`src/rtl/regfile_arb_pkg.sv`:
```
// Shared types for the regfile write-port arbiter: queued write request and x0 constant.
package regfile_arb_pkg;

  localparam logic [4:0] REG_X0 = 5'd0;

  typedef struct packed {
    logic [4:0]  addr;
    logic [31:0] data;
  } wr_req_t;

  function automatic logic [31:0] addr_onehot(input logic [4:0] addr);
    addr_onehot = 32'd1 << addr;
  endfunction

endpackage

```
`src/rtl/sync_fifo.sv`:
```
// Small synchronous FIFO of write requests; exposes per-slot valid bits and addresses
// so the owner can build a pending-register mask.
module sync_fifo
  import regfile_arb_pkg::*;
#(
  parameter int DEPTH = 4
) (
  input  logic                  clk,
  input  logic                  rst_n,
  input  logic                  push,
  input  wr_req_t               push_data,
  input  logic                  pop,
  output logic                  full,
  output logic                  empty,
  output wr_req_t               head,
  output logic [DEPTH-1:0]      valid,
  output logic [DEPTH-1:0][4:0] addrs
);

  localparam int PTR_W = $clog2(DEPTH);

  wr_req_t          mem [DEPTH];
  logic [PTR_W-1:0] wr_ptr;
  logic [PTR_W-1:0] rd_ptr;
  logic [PTR_W:0]   count;
  logic [DEPTH-1:0] valid_next;

  assign full  = (count == (PTR_W+1)'(DEPTH));
  assign empty = (count == '0);
  assign head  = mem[rd_ptr];

  for (genvar i = 0; i < DEPTH; i++) begin : g_addrs
    assign addrs[i] = mem[i].addr;
  end

  // A simultaneous push into the slot being popped (full FIFO) must leave it valid.
  always_comb begin
    valid_next = valid;
    if (pop)  valid_next[rd_ptr] = 1'b0;
    if (push) valid_next[wr_ptr] = 1'b1;
  end

  always_ff @(posedge clk or negedge rst_n) begin
    if (!rst_n) begin
      wr_ptr <= '0;
      rd_ptr <= '0;
      count  <= '0;
      valid  <= '0;
    end else begin
      valid <= valid_next;
      if (push) wr_ptr <= wr_ptr + PTR_W'(1);
      if (pop)  rd_ptr <= rd_ptr + PTR_W'(1);
      case ({push, pop})
        2'b10:   count <= count + (PTR_W+1)'(1);
        2'b01:   count <= count - (PTR_W+1)'(1);
        default: count <= count;
      endcase
    end
  end

  always_ff @(posedge clk) begin
    if (push) mem[wr_ptr] <= push_data;
  end

endmodule

```
`src/rtl/regfile_wr_arbiter.sv`:
```
// Shares the regfile write port between pipeline WB (always wins) and a queued long-latency unit.
// Define REGFILE_ARB_BYPASS_EN to let a long-latency result use an idle slot directly when the queue is empty.
module regfile_wr_arbiter
  import regfile_arb_pkg::*;
#(
  parameter int DEPTH    = 4,
  parameter int MAX_WAIT = 8
) (
  input  logic        clk_i,
  input  logic        rst_ni,
  input  logic        wb_wren_i,
  input  logic [4:0]  wb_addr_i,
  input  logic [31:0] wb_data_i,
  input  logic        ll_valid_i,
  output logic        ll_ready_o,
  input  logic [4:0]  ll_addr_i,
  input  logic [31:0] ll_data_i,
  output logic        rd_wren_o,
  output logic [4:0]  rd_addr_o,
  output logic [31:0] rd_data_o,
  output logic        stall_o,
  output logic [31:0] pend_mask_o
);

  localparam int WAIT_W = $clog2(MAX_WAIT + 1);

  logic                  fifo_full;
  logic                  fifo_empty;
  logic                  slot_free;
  logic                  pop;
  logic                  push;
  logic                  bypass;
  wr_req_t               head;
  wr_req_t               ll_req;
  logic [DEPTH-1:0]      valid;
  logic [DEPTH-1:0][4:0] addrs;
  logic [WAIT_W-1:0]     wait_cnt;

  assign ll_req    = '{addr: ll_addr_i, data: ll_data_i};
  assign slot_free = !(wb_wren_i && wb_addr_i != REG_X0);
  assign pop       = slot_free && !fifo_empty;

`ifdef REGFILE_ARB_BYPASS_EN
  assign bypass     = slot_free && fifo_empty && ll_valid_i && ll_addr_i != REG_X0;
  assign ll_ready_o = !fifo_full || slot_free;
`else
  assign bypass     = 1'b0;
  assign ll_ready_o = !fifo_full;
`endif

  // x0 results complete the handshake but are dropped here.
  assign push = ll_valid_i && ll_ready_o && ll_addr_i != REG_X0 && !bypass;

  sync_fifo #(.DEPTH(DEPTH)) u_fifo (
    .clk       (clk_i),
    .rst_n     (rst_ni),
    .push      (push),
    .push_data (ll_req),
    .pop       (pop),
    .full      (fifo_full),
    .empty     (fifo_empty),
    .head      (head),
    .valid     (valid),
    .addrs     (addrs)
  );

  // Address 0 doubles as "no write" so rd_wren_o can never target x0.
  always_comb begin
    rd_addr_o = REG_X0;
    rd_data_o = '0;
    if (!slot_free) begin
      rd_addr_o = wb_addr_i;
      rd_data_o = wb_data_i;
    end else if (!fifo_empty) begin
      rd_addr_o = head.addr;
      rd_data_o = head.data;
    end else if (bypass) begin
      rd_addr_o = ll_addr_i;
      rd_data_o = ll_data_i;
    end
  end

  assign rd_wren_o = (rd_addr_o != REG_X0);

  always_comb begin
    pend_mask_o = '0;
    for (int i = 0; i < DEPTH; i++) begin
      if (valid[i]) pend_mask_o = pend_mask_o | addr_onehot(addrs[i]);
    end
  end

  // A non-empty queue that does not pop this cycle was blocked by WB.
  always_ff @(posedge clk_i or negedge rst_ni) begin
    if (!rst_ni) begin
      wait_cnt <= '0;
      stall_o  <= 1'b0;
    end else begin
      if (pop || fifo_empty) begin
        wait_cnt <= '0;
      end else if (wait_cnt != WAIT_W'(MAX_WAIT)) begin
        wait_cnt <= wait_cnt + WAIT_W'(1);
      end
      if (pop) begin
        stall_o <= 1'b0;
      end else if (!fifo_empty && wait_cnt >= WAIT_W'(MAX_WAIT - 1)) begin
        stall_o <= 1'b1;
      end
    end
  end

  a_wb_honours_stall: assert property (
    @(posedge clk_i) disable iff (!rst_ni)
    (stall_o && $past(stall_o)) |-> !(wb_wren_i && wb_addr_i != REG_X0)
  );

endmodule

```
`config.mk`:
```
export PLATFORM = sky130hd
export DESIGN_NAME = regfile_wr_arbiter
export DESIGN_NICKNAME = d
export VERILOG_FILES = /design/src/rtl/regfile_arb_pkg.sv /design/src/rtl/sync_fifo.sv /design/src/rtl/regfile_wr_arbiter.sv
export SDC_FILE = /design/constraint.sdc
export NUM_CORES = 1
export LEC_CHECK = 0
export ABC_AREA = 1
export CORE_UTILIZATION = 50
export CTS_BUF_LIST = sky130_fd_sc_hd__clkbuf_8
export DETAILED_ROUTE_END_ITERATION = 7
export PLACE_DENSITY = 0.79
export SYNTH_ARGS = -nofsm -noshare
export SYNTH_HDL_FRONTEND = slang
export SYNTH_HIERARCHICAL = 1
export SYNTH_SLANG_ARGS = --single-unit
export TNS_END_PERCENT = 1
```
`constraint.sdc`:
```
create_clock -name clk_i -period 2.1 [get_ports clk_i]
set_input_delay 0.21 -clock clk_i [delete_from_list [all_inputs] [get_ports clk_i]]
set_output_delay 0.21 -clock clk_i [all_outputs]
set_load 0.01 [all_outputs]
```
==> results by group, run 1 <==
Outcome
  – Status: finished, violations left
  – Failing checks: setup timing

Critical path
  – Crit start category: register
  – Worst setup path category: reg2out
  – Crit path DAT: 2.13 ns
  – Worst Path Required: 1.89 ns
  – CP max FO: 4
  – RR Startpoint: u_fifo/count[0]
  – R2r worst-path depth: 13
  – Critical Path End Type: output port
  – R2R Path End: u_fifo/count[2]
  – R2r setup slk: 0.21 ns

Global route
  – Grt ovf: 0
  – Vias in the first global route: 7575
  – First-pass GRT wire length: 38000 um
  – GRT Total Usage: 27.5%
  – Largest net degree at the start of global routing: 34
  – Initial antenna violation count: 1

Clocking
  – Num CTS Buffers: 17
  – CTS tree: done
  – Worst-skew pair later-pin latency: 0.45 ns
  – CTS root buffer: clkbuf_8
  – Worst-path clk slew: 0.08 ns
  – Clk buf depth: 2
  – Clock sinks: 164
  – CTS H-tree lvls: 4

Floorplanning
  – Die area: 0.0182 mm^2
  – Die W: 135 um
  – Core area: 0.0172 mm^2
  – I/O pins: 150
  – # rows: 48
  – Chip Height: 135 um
  – Initial Util: 51.1%

Detailed routing
  – DR vias/cell: 5.39
  – Routed via count: 7589
  – DRT Wirelength: 24000 um
  – DR DRC count: 0
  – First drt pass iteration count: 5
  – Initial DRC Count: 571
  – Post-route ant nets: 0
  – Routed WL per cell: 17.0 um

Synth
  – Synthesized area: 0.00881 mm^2
  – Synth unique cells: 38
  – Mapped Cells: 958
  – Dominant synthesized flop cell: edfxtp_1
  – Post-synth ARST share: 9.76%
  – Syn_nets: 1048
  – Post-synth EDFFs: 148
  – Number of synthesized register bits: 164
  – Yosys warning total: 6
  – Syn Area/Cell: 9.20 um^2
  – Post-synthesis sequential area ratio: 55.0%

STA
  – Final Hold Viols: 0
  – Max Clock Freq: 0.427 GHz
  – Worst-Margin Slew: 0.337 ns
  – Final setup fails: 33
  – Final Critical Period: 2.34 ns
  – WHS: 0.0887 ns
  – Worst clock skew: 0.00601 ns
  – RSZ-0062 raised after global routing: yes
  – Final period util: 111%
  – Max-slew headroom: 77.5%
  – Max-slew violations: 0
  – Setup ws final: -0.241 ns

Pwr
  – PwrDens: 1150 mW/mm^2
  – Lkg Pwr: 5.12 nW
  – VDD IR max: 0.632 mV

Final layout
  – Fillers: 1310
  – Final #Nets: 1258
  – Share of cells above drive strength 1: 20.6%
  – Commonest non-fill, non-tap cell in the layout: nand2_1
  – Commonest non-fill, non-tap cells in the layout: 278 x nand2_1, 148 x edfxtp_1, 123 x inv_1
  – Area delta synth->final: 31.2%
  – Cell area after layout: 0.0116 mm^2

Place
  – Dpl cell area: 0.0109 mm^2
  – Gpl congestion: 0.969
  – Port Buffers: 149
  – HPWL Detailed: 16400 um
  – Pre-CTS setup slack: -0.189 ns

Run
  – Max-cap violations: 0

Min path
  – Worst Hold Class: in2async
==> metrics by stage <==
step / setup TNS [ns] / power [W] / util [%] / std cells
floorplan: -6.68 / 0.00814 / - / 958
global placement: -3.31 / 0.0104 / 63.3 / 1348
detailed placement: -7.99 / 0.0106 / 63.3 / 1348
CTS: -3.49 / 0.0131 / 66.6 / 1399
global route: -7.53 / 0.0140 / 67.1 / 1407
finish: -2.53 / 0.0133 / 67.1 / 1407
==> worst max-delay path by stage <==
stage | start | to | slack (ns) | cells after the start
after floorplan | u_fifo/count[2] | u_fifo/mem[1][0] | -0.06 | 8
after global placement | ll_addr_i[3] | u_fifo/count[2] | -0.15 | 14
after detailed placement | wb_addr_i[0] | rd_data_o[8] | -0.19 | 10
after CTS | u_fifo/mem[1][33] | pend_mask_o[20] | -0.26 | 6
after global routing | u_fifo/mem[3][33] | pend_mask_o[20] | -0.33 | 6
final | u_fifo/mem[1][34] | pend_mask_o[20] | -0.24 | 7
==> timing repair <==
item                                    in CTS  in global routing
resized for setup                          170                 67
gates cloned                                 5                  0
pin swaps                                   26                 10
hold endpoints to repair                     0                  0
hold buffers                                 0                  0
endpoints found under the setup margin      70                 71
buffers inserted                            14                  7
==> final cells by class <==
class / count / area (um^2) / area share [%]
clock inverters: 15 / 180 / 1.56
inverters: 138 / 532 / 4.60
well taps: 225 / 282 / 2.43
repair inverters: 3 / 22.5 / 0.195
flip-flops and latches: 164 / 4850 / 41.9
clock buffers: 17 / 234 / 2.02
repair buffers: 253 / 2350 / 20.3
multi-input cells: 591 / 3120 / 27.0
diodes: 1 / 2.50 / 0.0216
==> power breakdown <==
part | switching (W) | internal [W]
logic | 0.00376 | 0.00251
registers | 0.000345 | 0.00429
clock network | 0.00115 | 0.00119
==> flip-flops by register name, summed over array words and instances (netlist names) <==
name           flops
u_fifo/count       3
stall_o            1
u_fifo/rd_ptr      2
wait_cnt           4
u_fifo/mem       148
u_fifo/valid       4
u_fifo/wr_ptr      2
==> critical path: stages (launching register included) <==
cell             delay [ns]
edfxtp_1               0.48
inv_2                  0.12
nor3_1                 0.05
buf_4                  0.15
nand2_1                0.08
o22ai_1                0.06
or2_2                  0.27
clkdlybuf4s50_1        0.48
==> per-layer routing <==
layer	routed length, um	vias to the layer above	GRT usage (%)
met5	0	-	0
met4	709	0	12.4
met3	1570	57	5.07
met2	12200	326	48.5
met1	9440	3570	32.6
li1	-	3636	-
==> cells in the mapped netlist, types with 2 or more instances <==
library cell  count  area [um^2]
clkbuf_1         10         37.5
xor2_1            4         35.0
buf_6            14          158
nand2_2           8         50.1
inv_1           136          510
dfrtp_1          16          400
nand4_1          18          113
o22ai_1           5         31.3
o211ai_1         75          563
nor3_1           19         95.1
nor2_1           41          154
o2111ai_1        10         87.6
nor2_2            3         18.8
xnor2_1           2         17.5
or2_2             3         18.8
edfxtp_1        148         4440
nand2_1         283         1060
nand3_1          85          425
a21oi_1           9         45.0
buf_4            21          158
buf_2            19         95.1
o21ai_0           3         15.0
ha_1             11          138
==> kinds of logic after synthesis <==
logic type      synth area share (%)
compound gates                  8.81
xor+xnor                       0.596
fa+ha+maj                       1.79
buf+inv                         11.2
flops                           55.0
simple gates                    22.7
Note: power is estimated with default switching activity, not from simulation.
==> run 2, diff against run 1 <==
CORE_UTILIZATION = 55   (was 50)
PLACE_DENSITY = 0.82   (was 0.79)
clock period = 2.3 ns   (was 2.1 ns; I/O delays follow)
==> results by group, run 2 (synthesis gave the netlist of run 1 again) <==
STA
  – Final period util: 106%
  – Max-slew violations: 0
  – Setup ws final: -0.140 ns
  – Worst-Margin Slew: 0.833 ns
  – RSZ-0062 raised after global routing: yes
  – Final Hold Viols: 0
  – Max Clock Freq: 0.410 GHz
  – Worst clock skew: 0.0130 ns
  – Final setup fails: 12
  – Final Critical Period: 2.44 ns
  – Max-slew headroom: 44.3%

Final layout
  – Commonest non-fill, non-tap cells in the layout: 276 x nand2_1, 148 x edfxtp_1, 124 x inv_1
  – Non-filler cells, final: 1353
  – Layout Utilization: 73.6%
  – Cell area after layout: 0.0113 mm^2
  – Share of cells above drive strength 1: 14.5%
  – Max FFs per register: 148
  – Area delta synth->final: 28.7%
  – Commonest non-fill, non-tap cell in the layout: nand2_1
  – Final #Nets: 1218
  – Top flop regs: u_fifo/mem x148, u_fifo/valid x4, wait_cnt x4
  – Biggest register: u_fifo/mem

Place
  – HPWL Detailed: 15500 um
  – Gpl congestion: 0.976
  – Dpl cell area: 0.0107 mm^2
  – Pre-CTS setup slack: -0.0419 ns
  – Port Buffers: 149
  – Cells after DPL: 1311

Critical path
  – Critical Path, Cell by Cell: inv_6 -> buf_16 -> nand2_1 -> o211ai_1 -> nand2_1 -> nand2_2 -> nand2_1 -> clkdlybuf4s50_1
  – CP most frequent cell: nand2_1
  – R2r worst-path depth: 12
  – Crit path launch: u_fifo/rd_ptr[0]
  – R2R Path End: u_fifo/count[2]
  – Crit path DAT: 2.21 ns
  – Crit start category: register
  – Worst Path Required: 2.07 ns
  – Worst setup path category: reg2out
  – Slowest cell on crit path: dfrtp_2
  – R2r setup slk: 0.32 ns
  – Critical Path End Type: output port
  – Setup crit end: rd_data_o[28]
  – Slowest stage delay, CP: 0.49 ns
  – CP max FO: 44
  – RR Startpoint: u_fifo/count[0]

Detailed routing
  – Routed via count: 7506
  – Routed WL per cell: 17.1 um
  – First drt pass iteration count: 5
  – DRT Wirelength: 23200 um
  – DR vias/cell: 5.55
  – DR DRC count: 0
  – Initial DRC Count: 744
  – Post-route ant nets: 0

Floorplanning
  – Die area: 0.0165 mm^2
  – Die W: 129 um
  – Initial Util: 57.1%
  – Chip Height: 129 um
  – Core area: 0.0154 mm^2
  – I/O pins: 150
  – # rows: 45

Pwr
  – VDD IR max: 0.775 mV
  – Overall power: 0.0119 W
  – Lkg Pwr: 5.09 nW
  – PwrDens: 1050 mW/mm^2

Clocking
  – CTS tree: done
  – Worst-skew pair later-pin latency: 0.46 ns
  – Hold buffer count at cts: 0
  – Clk buf depth: 2
  – Clock sinks: 164
  – CTS H-tree lvls: 4
  – Worst-path clk slew: 0.09 ns
  – CTS root buffer: clkbuf_8
  – Num CTS Buffers: 17

Global route
  – Vias in the first global route: 7306
  – GRT Total Usage: 29.2%
  – First-pass GRT wire length: 36300 um
  – Initial antenna violation count: 0
  – Largest net degree at the start of global routing: 45
  – Grt ovf: 0

Run
  – Max-cap violations: 0

Min path
  – Worst Hold Class: in2async

Outcome
  – Failing checks: setup timing
  – Status: finished, violations left
run 2: changes by cell type in the layout (fill, tap and decap cells not counted), sizes merged:
| cell | before | now |
|---|---|---|
| clkinvlp | 3 | 1 |
| clkbuf | 30 | 24 |
| clkdlybuf4s15 | 6 | 3 |
| bufbuf | 0 | 1 |
| clkdlybuf4s50 | 80 | 91 |
| dlygate4sd2 | 24 | 32 |
| clkinv | 8 | 3 |
| buf | 128 | 68 |
| dlymetal6s2s | 2 | 13 |
| inv | 142 | 147 |
run 2: what timing repair did:
| action | in CTS | in global routing |
|---|---|---|
| pin swaps | 3 | 5 |
| cloned | 3 | 1 |
| gates resized for setup | 80 | 51 |
| endpoints found under the setup margin | 70 | 53 |
| buffers inserted | 2 | 3 |
run 2: worst min-delay path by stage:
| stage | cells past startpoint | start | endpoint | slack, ns |
|---|---|---|---|---|
| after floorplan | 0 | rst_ni | stall_o | -0.07 |
| after global placement | 2 | u_fifo/count[2] | u_fifo/count[2] | 0.48 |
| after detailed placement | 2 | u_fifo/count[2] | u_fifo/count[2] | 0.49 |
| after CTS | 1 | rst_ni | u_fifo/valid[2] | 0.22 |
| after global routing | 1 | rst_ni | u_fifo/valid[2] | 0.26 |
| final | 1 | rst_ni | u_fifo/valid[2] | 0.24 |
run 2: final cells by class:
cell class	count	area (um^2)
diodes	1	2.50
clock buffers	17	234
clock inverters	15	191
fillers	1137	4080
inverters	138	531
multi-input cells	591	3090
flip-flops and latches	164	4850
well taps	211	264
repair buffers	215	2180
repair inverters	1	8.76
run 2: power breakdown:
group / total [W] / internal, W / leakage, nW / switching, W
registers: 0.00427 / 0.00392 / 1.55 / 0.000351
clock network: 0.00220 / 0.00111 / 0.213 / 0.00110
logic: 0.00540 / 0.00216 / 3.33 / 0.00324
total: 0.0119 / 0.00719 / 5.09 / 0.00469
run 2: worst max-delay path: cells and delay by family, from the launching register on:
| family | cells | cell delay (ns) |
|---|---|---|
| flops | 1 | 0.49 |
| compound gates | 1 | 0.10 |
| buf+inv | 3 | 0.83 |
| simple gates | 4 | 0.30 |
run 2: metrics by stage:
step	hold slack (ns)	TNS, ns
after global routing	0.261	-3.45
after global placement	0.483	0
after CTS	0.223	-2.78
after floorplan	-0.0656	0
final	0.244	-1.12
after detailed placement	0.492	-0.176
run 2: per-layer routing:
layer | vias up | wire, um | GRT usage [%]
met5 | - | 0 | 0
met3 | 59 | 2040 | 6.65
met4 | 0 | 649 | 12.5
met1 | 3487 | 9030 | 36.0
met2 | 401 | 11500 | 49.4
li1 | 3559 | - | -
==> run 3, diff against run 2 <==
RECOVER_POWER = 50   (was not set)
SLEW_MARGIN = 40   (was not set)
==> results by group, run 3 (synthesis gave the netlist of run 1 again) <==
Clocking
  – Num CTS Buffers: 17
  – Worst-path clk slew: 0.09 ns
  – CTS tree: done
  – CTS H-tree lvls: 4
  – Clk buf depth: 2
  – Worst-skew pair later-pin latency: 0.46 ns
  – CTS root buffer: clkbuf_8
  – Clock sinks: 164

Final layout
  – Commonest non-fill, non-tap cell in the layout: nand2_1
  – Area delta synth->final: 28.6%
  – Layout Utilization: 73.5%
  – Cell area after layout: 0.0113 mm^2
  – Share of cells above drive strength 1: 14.0%
  – Top flop regs: u_fifo/mem x148, u_fifo/valid x4, wait_cnt x4
  – Commonest non-fill, non-tap cells in the layout: 276 x nand2_1, 148 x edfxtp_1, 124 x inv_1
  – Fillers: 1141
  – Biggest register: u_fifo/mem
  – Max FFs per register: 148
  – Non-filler cells, final: 1355
  – Final #Nets: 1219

Floorplanning
  – Core area: 0.0154 mm^2
  – # rows: 45
  – Chip Height: 129 um
  – Initial Util: 57.1%
  – Die area: 0.0165 mm^2
  – Die W: 129 um
  – I/O pins: 150

Global route
  – GRT Total Usage: 29.2%
  – First-pass GRT wire length: 36300 um
  – Largest net degree at the start of global routing: 45
  – Grt ovf: 0
  – Vias in the first global route: 7306
  – Initial antenna violation count: 2

Outcome
  – Failing checks: DRC, setup timing
  – Status: finished, violations left

Critical path
  – Worst Path Required: 2.07 ns
  – Bufs and invs on worst path: 3
  – Critical Path, Cell by Cell: inv_6 -> buf_16 -> nand2_1 -> o211ai_1 -> nand2_1 -> nand2_1 -> nand2_1 -> clkdlybuf4s50_1
  – R2R Path End: u_fifo/mem[3][34]
  – Critical Path End Type: output port
  – Worst setup path category: reg2out
  – CP max FO: 44
  – RR Startpoint: u_fifo/count[2]
  – Slowest stage delay, CP: 0.50 ns
  – Slowest cell on crit path: dfrtp_2
  – Crit path launch: u_fifo/rd_ptr[0]
  – Stages on the worst setup path: 8
  – Setup crit end: rd_data_o[18]
  – R2r worst-path depth: 9
  – R2r setup slk: 0.19 ns
  – Crit path DAT: 2.23 ns
  – Top delay family on crit path: buffers and inverters
  – Crit start category: register
  – CP most frequent cell: nand2_1

Pwr
  – NetSw: 0.00469 W
  – Sw frac: 39.6%
  – Overall power: 0.0118 W
  – Pint: 0.00716 W
  – PwrDens: 1050 mW/mm^2
  – VDD IR max: 0.770 mV
  – Reg power frac: 36.1%
  – Lkg Pwr: 5.08 nW
  – Power share of the combinational group: 45.3%
  – Clock power share: 18.6%

STA
  – Final Critical Period: 2.46 ns
  – Final period util: 107%
  – Final Hold Viols: 0
  – Setup ws final: -0.158 ns
  – Max-slew violations: 0
  – Max Clock Freq: 0.407 GHz
  – RSZ-0062 raised after global routing: yes
  – Max-slew headroom: 35.5%
  – Worst-Margin Slew: 0.968 ns
  – Worst clock skew: 0.0132 ns
  – Final setup fails: 12
  – Post-route setup TNS: -1.16 ns

Place
  – Cells after DPL: 1311
  – Port Buffers: 149
  – HPWL Detailed: 15500 um
  – Gpl congestion: 0.976
  – Dpl cell area: 0.0107 mm^2

Min path
  – Worst Hold Class: in2async

Detailed routing
  – DR DRC count: 3
  – DR vias/cell: 5.52
  – Routed WL per cell: 17.1 um
  – Routed via count: 7476
  – First drt pass iteration count: 8
  – Initial DRC Count: 732
  – DRT Wirelength: 23200 um
  – Post-route ant nets: 0

Run
  – Max-cap violations: 0
run 3: cell types whose count changed in the layout (fill, tap and decap cells not counted), sizes merged:
cell	delta
clkdlybuf4s50	-39
dlygate4sd3	+39
clkbuf	+7
buf	-6
diode	+1
run 3: final cells by class:
class / count / area [um^2] / area share (%)
timing repair inverter: 1 / 8.76 / 0.0773
sequential: 164 / 4850 / 42.8
antenna: 2 / 5.00 / 0.0442
timing repair buffer: 216 / 2160 / 19.1
inverter: 138 / 531 / 4.68
multi-input combinational: 591 / 3090 / 27.3
clock buffer: 17 / 234 / 2.06
clock inverter: 15 / 191 / 1.69
tap: 211 / 264 / 2.33
run 3: worst min-delay path by stage:
stage / to / slack (ns)
floorplan: stall_o / -0.07
global placement: u_fifo/count[2] / 0.48
global route: u_fifo/mem[2][10] / 0.44
detailed placement: u_fifo/count[2] / 0.49
finish: u_fifo/valid[2] / 0.44
CTS: u_fifo/valid[2] / 0.22
run 3: repair_timing:
item	in CTS	in global routing
cloned	3	1
resized for setup	80	51
hold endpoints to repair	0	16
pin swaps	3	5
endpoints found under the setup margin	70	53
setup buffers	2	3
hold buffers	0	1
run 3: power groups by stage:
stage               Combinational (W)  Sequential [W]  Clock [W]
floorplan                     0.00326         0.00417          0
global placement              0.00495         0.00426          0
detailed placement            0.00508         0.00429          0
CTS                           0.00523         0.00426    0.00224
global route                  0.00587         0.00433    0.00236
finish                        0.00537         0.00428    0.00220
run 3: worst reg2reg max path: cells and delay by family (launching register included):
kind                   cells  cell delay [ns]
flip-flops                 1             0.40
AND/OR/NAND/NOR            3             0.29
buffers and inverters      6             1.09
run 3: through the flow:
stage,hold WS [ns],setup slack (ns)
2_1_floorplan,-0.0656,0.140
3_3_place_gp,0.483,0.00437
3_5_place_dp,0.492,-0.0419
4_1_cts,0.223,-0.163
5_1_grt,0.445,-0.256
6_report,0.436,-0.158
run 3: routing by layer:
| metal | track usage, % | share of wire [%] | vias to the layer above |
|---|---|---|---|
| li1 | - | - | 3561 |
| met1 | 36.0 | 40 | 3476 |
| met2 | 49.4 | 49 | 377 |
| met3 | 6.65 | 8.2 | 62 |
| met4 | 12.5 | 2.9 | 0 |
| met5 | 0 | 0 | - |
